[src/rtl/regfile_pkg.sv]
// Shared widths, types and constants for the 2-read/1-write operand register file.
package regfile_pkg;

    localparam int unsigned DATA_W   = 32;
    localparam int unsigned ADDR_W   = 5;
    localparam int unsigned NUM_REGS = 32;

    typedef logic [ADDR_W-1:0] reg_addr_t;
    typedef logic [DATA_W-1:0] reg_data_t;

    localparam reg_addr_t ZERO_REG = 5'd0;

endpackage

[src/rtl/regfile_read_port.sv]
// One combinational read port: address decode, r0 masking and same-cycle write bypass.
module regfile_read_port
    import regfile_pkg::*;
#(
    parameter int unsigned DATA_W   = regfile_pkg::DATA_W,
    parameter int unsigned ADDR_W   = regfile_pkg::ADDR_W,
    parameter int unsigned NUM_REGS = regfile_pkg::NUM_REGS
) (
    input  logic [NUM_REGS-1:0][DATA_W-1:0] regs,
    input  logic [ADDR_W-1:0]               rd_addr,
    input  logic                            wr_en,
    input  logic [DATA_W-1:0]               wr_data,
    input  logic [ADDR_W-1:0]               addr,
    output logic [DATA_W-1:0]               data
);

    always_comb begin
        data = '0;
        if (addr != ADDR_W'(ZERO_REG)) begin
            // addr is non-zero here, so a match also implies rd_addr is non-zero
            if (wr_en && (addr == rd_addr)) begin
                data = wr_data;
            end else begin
                data = regs[addr];
            end
        end
    end

endmodule

[src/rtl/reg_file_2r1w.sv]
// Operand register file: two combinational read ports with write bypass, one synchronous
// write port, hardwired-zero r0 and a saturating committed-write counter.
module reg_file_2r1w
    import regfile_pkg::*;
#(
    parameter int unsigned DATA_W   = regfile_pkg::DATA_W,
    parameter int unsigned ADDR_W   = regfile_pkg::ADDR_W,
    parameter int unsigned NUM_REGS = regfile_pkg::NUM_REGS
) (
    input  logic              clk,
    input  logic              rst_n,
    input  logic [ADDR_W-1:0] rs_addr,
    input  logic [ADDR_W-1:0] rt_addr,
    input  logic [ADDR_W-1:0] rd_addr,
    input  logic              wr_en,
    input  logic [DATA_W-1:0] wr_data,
    output logic [DATA_W-1:0] rs_data,
    output logic [DATA_W-1:0] rt_data,
    output logic [15:0]       wr_count
);

    if (NUM_REGS != (1 << ADDR_W)) begin : g_bad_num_regs
        $error("NUM_REGS must equal 2**ADDR_W");
    end

    logic [NUM_REGS-1:0][DATA_W-1:0] regs_q;
    logic [15:0]                     wr_count_q;
    logic                            wr_fire;
    logic                            fwd_en;

    assign wr_fire = wr_en && (rd_addr != ADDR_W'(ZERO_REG));
    // No bypass while in reset so both ports read zero
    assign fwd_en  = wr_en && rst_n;

    always_ff @(posedge clk or negedge rst_n) begin
        if (!rst_n) begin
            regs_q     <= '0;
            wr_count_q <= '0;
        end else if (wr_fire) begin
            regs_q[rd_addr] <= wr_data;
            if (wr_count_q != 16'hFFFF) begin
                wr_count_q <= wr_count_q + 16'd1;
            end
        end
    end

    assign wr_count = wr_count_q;

    regfile_read_port #(
        .DATA_W   (DATA_W),
        .ADDR_W   (ADDR_W),
        .NUM_REGS (NUM_REGS)
    ) u_port_a (
        .regs    (regs_q),
        .rd_addr (rd_addr),
        .wr_en   (fwd_en),
        .wr_data (wr_data),
        .addr    (rs_addr),
        .data    (rs_data)
    );

    regfile_read_port #(
        .DATA_W   (DATA_W),
        .ADDR_W   (ADDR_W),
        .NUM_REGS (NUM_REGS)
    ) u_port_b (
        .regs    (regs_q),
        .rd_addr (rd_addr),
        .wr_en   (fwd_en),
        .wr_data (wr_data),
        .addr    (rt_addr),
        .data    (rt_data)
    );

    wr_en_known: assert property (@(posedge clk) disable iff (!rst_n) wr_en === 1'b1 || wr_en === 1'b0)
        else $error("wr_en unknown at clock edge");

endmodule

[config.mk]
export PLATFORM = sky130hd
export DESIGN_NAME = reg_file_2r1w
export DESIGN_NICKNAME = d
export VERILOG_FILES = /design/src/rtl/regfile_pkg.sv /design/src/rtl/regfile_read_port.sv /design/src/rtl/reg_file_2r1w.sv
export SDC_FILE = /design/constraint.sdc
export NUM_CORES = 2
export LEC_CHECK = 0
export CAP_MARGIN = 20
export CORE_MARGIN = 8
export CORE_UTILIZATION = 50
export CTS_BUF_LIST = sky130_fd_sc_hd__clkbuf_8
export DETAILED_ROUTE_END_ITERATION = 12
export DONT_BUFFER_PORTS = 1
export PLACE_DENSITY = 0.74
export SYNTH_ARGS = -nofsm -noshare
export SYNTH_HDL_FRONTEND = slang
export SYNTH_HIERARCHICAL = 1
export SYNTH_SLANG_ARGS = --single-unit
[constraint.sdc]
create_clock -name clk -period 2.4 [get_ports clk]
set_input_delay 0.24 -clock clk [delete_from_list [all_inputs] [get_ports clk]]
set_output_delay 0.24 -clock clk [all_outputs]
set_load 0.05 [all_outputs]
==> impl_metrics.env <==
export IMPL_grt_pass1_vias=40500
export IMPL_synth_top_family_by_area="multiplexers"
export IMPL_ys_types=75
export IMPL_dieHeight_microns=354
export IMPL_synthMuxAreaShare_pct=39.6
export IMPL_grt_pass1_wl_mm=268
export IMPL_violations="negative hold slack, negative setup slack"
export IMPL_p_leak_nw=29.1
export IMPL_start_util_pct=50.2
export IMPL_netlist_area_leader_share_pct=45.5
export IMPL_placed_area_sq_um=60400
export IMPL_cp_end_kind="output pin"
export IMPL_ys_flop_type="dfrtp_1"
export IMPL_core_area_sq_um=114000
export IMPL_fmax_mhz=314
export IMPL_synthTopCellsByArea="dfrtp_1 (45%), mux2_2 (20%), mux4_2 (13%)"
export IMPL_cellPowerDensity_nw_per_um2=779
export IMPL_final_layout_size_suffix_gt1_share_pct=52.2
export IMPL_dp_cells=5452
export IMPL_synthArstFlopShare_pct=100
export IMPL_cts_num_sinks=1040
export IMPL_wl_per_cell_microns=31.3
export IMPL_die_area_sq_um=126000
export IMPL_grt_max_degree=1042
export IMPL_yosys_area_share_simple_pct=3.46
export IMPL_num_rows=124
export IMPL_firstDrtPassIters=5
export IMPL_startpoint_type="input pin"
export IMPL_postSynthAreaPerCell_sq_um=14.0
export IMPL_overflow=0
export IMPL_yosysMostFrequentCell="dfrtp_1"
export IMPL_synthTopCellsByCount="dfrtp_1 (1040), mux2_2 (991), mux4_2 (330)"
export IMPL_htreeDepth=4
export IMPL_synthAdderAreaFrac_pct=0.0219
export IMPL_finalSetupViolations=64
export IMPL_clk_root_buffer_cell="clkbuf_8"
export IMPL_clk_pin_slew_worst_paths_ns=0.07
export IMPL_synth_edf_count=0
export IMPL_critPathMaxFanout=324
export IMPL_numCtsBuffers=178
export IMPL_peakVddDrop_v=0.000533
export IMPL_mappedNetlistNets=4130
export IMPL_place_hpwl_mm=104
export IMPL_cp_arrival_ns=2.94
export IMPL_drc=0
export IMPL_place_gp_congestion=0.877
export IMPL_hold_path_class="input pin to async pin"
export IMPL_tightest_slew_ns=1.34
export IMPL_clk_path_buf_depth=3
export IMPL_io_buffer_count=0
export IMPL_clock_skew_ns=0.00837
export IMPL_yosysWarnings=6
export IMPL_cts_tree="done"
export IMPL_synthCells=4079
export IMPL_fin_nets=4278
export IMPL_num_vias=40200
export IMPL_timing_final_crit_share_pct=133
export IMPL_drt_initial_drc_count=4292
export IMPL_area_delta_synth_final_pct=16.5
export IMPL_antenna_found_initial=6
export IMPL_whs_ns=-0.0601
export IMPL_clock_latency_ns=0.86
export IMPL_synth_xor_area_share_pct=0.337
export IMPL_drtAntennaViolNets=0
export IMPL_finalInstanceArea_sq_um=66700
export IMPL_ys_ff_latch=1040
export IMPL_worst_ep_required_time_ns=2.16
export IMPL_setup_ws_ns=-0.782
export IMPL_die_w_microns=354
export IMPL_wirelength_mm=184
export IMPL_run_status="finished, violations left"
export IMPL_io_pins=130
export IMPL_synth_compound_area_share_pct=6.43
export IMPL_grt_usage_pct=28.1
export IMPL_post_synth_top_area_cell="dfrtp_1"
export IMPL_hold_viol_final=19
export IMPL_fin_setup_tns_ns=-34.63
export IMPL_vias_per_cell=6.84
export IMPL_final_core_util_pct=58.5
export IMPL_synth_seq_area_share_pct=45.5
export IMPL_final_instance_count_excl_fill=5875
export IMPL_path_class="input pin to output pin"
export IMPL_maxSlewViolCount=0
export IMPL_maxCapViolations=0
export IMPL_slew_headroom_pct=11.0
export IMPL_finalCriticalPeriod_ns=3.18
export IMPL_rsz0062_at_grt="yes"
export IMPL_netlist_area_sq_um=57200
power breakdown:
part	leakage [nW]	switching, mW	internal (mW)
Clock	2.02	7.55	8.28
Combinational	13.8	5.45	7.30
Sequential	13.3	2.45	20.9
Total	29.1	15.5	36.5
metal layers:
layer,part of all wire (%),wire [microns],global-route usage (%),up-vias
li1,-,-,-,16100
met1,38,69300,36.9,21000
met2,45,82800,42.5,2517
met3,12,21600,8.56,625
met4,5.5,10100,14.1,8
met5,0.026,48,0,-
critical path, stage by stage:
cell     delay (ns)
xor2_1         0.46
nor4_2         0.32
buf_4          0.19
and3_1         0.23
buf_4          0.21
nor3_1         0.10
a221o_1        0.44
buf_12         0.18
placed cells by master, fill, tap and decap left out, types with 33 or more instances in the layout:
cell	netlist	routed
buf_12	20	111
o21ai_0	68	53
a21oi_1	81	33
a21oi_2	0	42
mux2i_1	313	309
buf_4	40	212
dfrtp_1	1040	1040
dlygate4sd3_1	0	53
mux4_2	330	345
inv_1	1	71
clkbuf_8	0	211
nand3_1	38	33
a221oi_1	78	43
a221oi_2	2	37
nand2_1	101	92
a22oi_1	66	36
mux2_2	991	991
per-stage QoR:
step	power (mW)	setup slack [ns]
final	51.9	-0.782
after global routing	54.0	-0.845
after CTS	51.2	-0.831
after detailed placement	34.6	-0.314
after global placement	34.0	-0.559
after floorplan	31.8	-0.122
state kept, by name, summed over array words and instances, names as in the netlist:
| signal | count |
|---|---|
| regs_q | 1024 |
| wr_count | 16 |
kinds of logic (layout without fill, tap and decap cells):
kind of cell,after synthesis,after routing
buffers and inverters,454,729
XOR/XNOR,22,22
other,0,9
adder cells (fa/ha/maj),1,1
AND/OR/NAND/NOR,373,373
flip-flops,1040,1040
AO/OA/AOI/OAI,506,506
multiplexers,1683,1683
final cells by class:
type | count | area (sq um)
antenna | 9 | 22.5
timing repair buffer | 415 | 5200
inverter | 7 | 26.3
tap | 1512 | 1890
sequential | 1040 | 26000
clock inverter | 96 | 541
multi-input combinational | 2585 | 30100
clock buffer | 211 | 2900
fill | 8672 | 47200
timing repair:
item,CTS,global route
hold buffers,51,17
setup endpoints to repair,64,277
gates cloned,0,4
endpoints found under the hold margin,2048,635
resized for setup,225,71
buffers inserted,14,3
pin swaps,126,59
final timing paths:
check	to	cells past startpoint	slack, ns	from
worst min-delay path	regs_q[801]$_DFFE_PN0P_	6	-0.06	rst_n
max in group asynchronous	regs_q[586]$_DFFE_PN0P_	5	0.51	rst_n
min in group clk	regs_q[110]$_DFFE_PN0P_	4	0.10	rd_addr[4]
worst max-delay path	rt_data[11]	8	-0.78	rt_addr[0]
worst max register to register	wr_count[15]$_DFFE_PN0P_	5	0.61	wr_count[4]$_DFFE_PN0P_
worst min register to register	regs_q[10]$_DFFE_PN0P_	0	0.39	regs_q[10]$_DFFE_PN0P_
(Power assumes the default switching activity.)
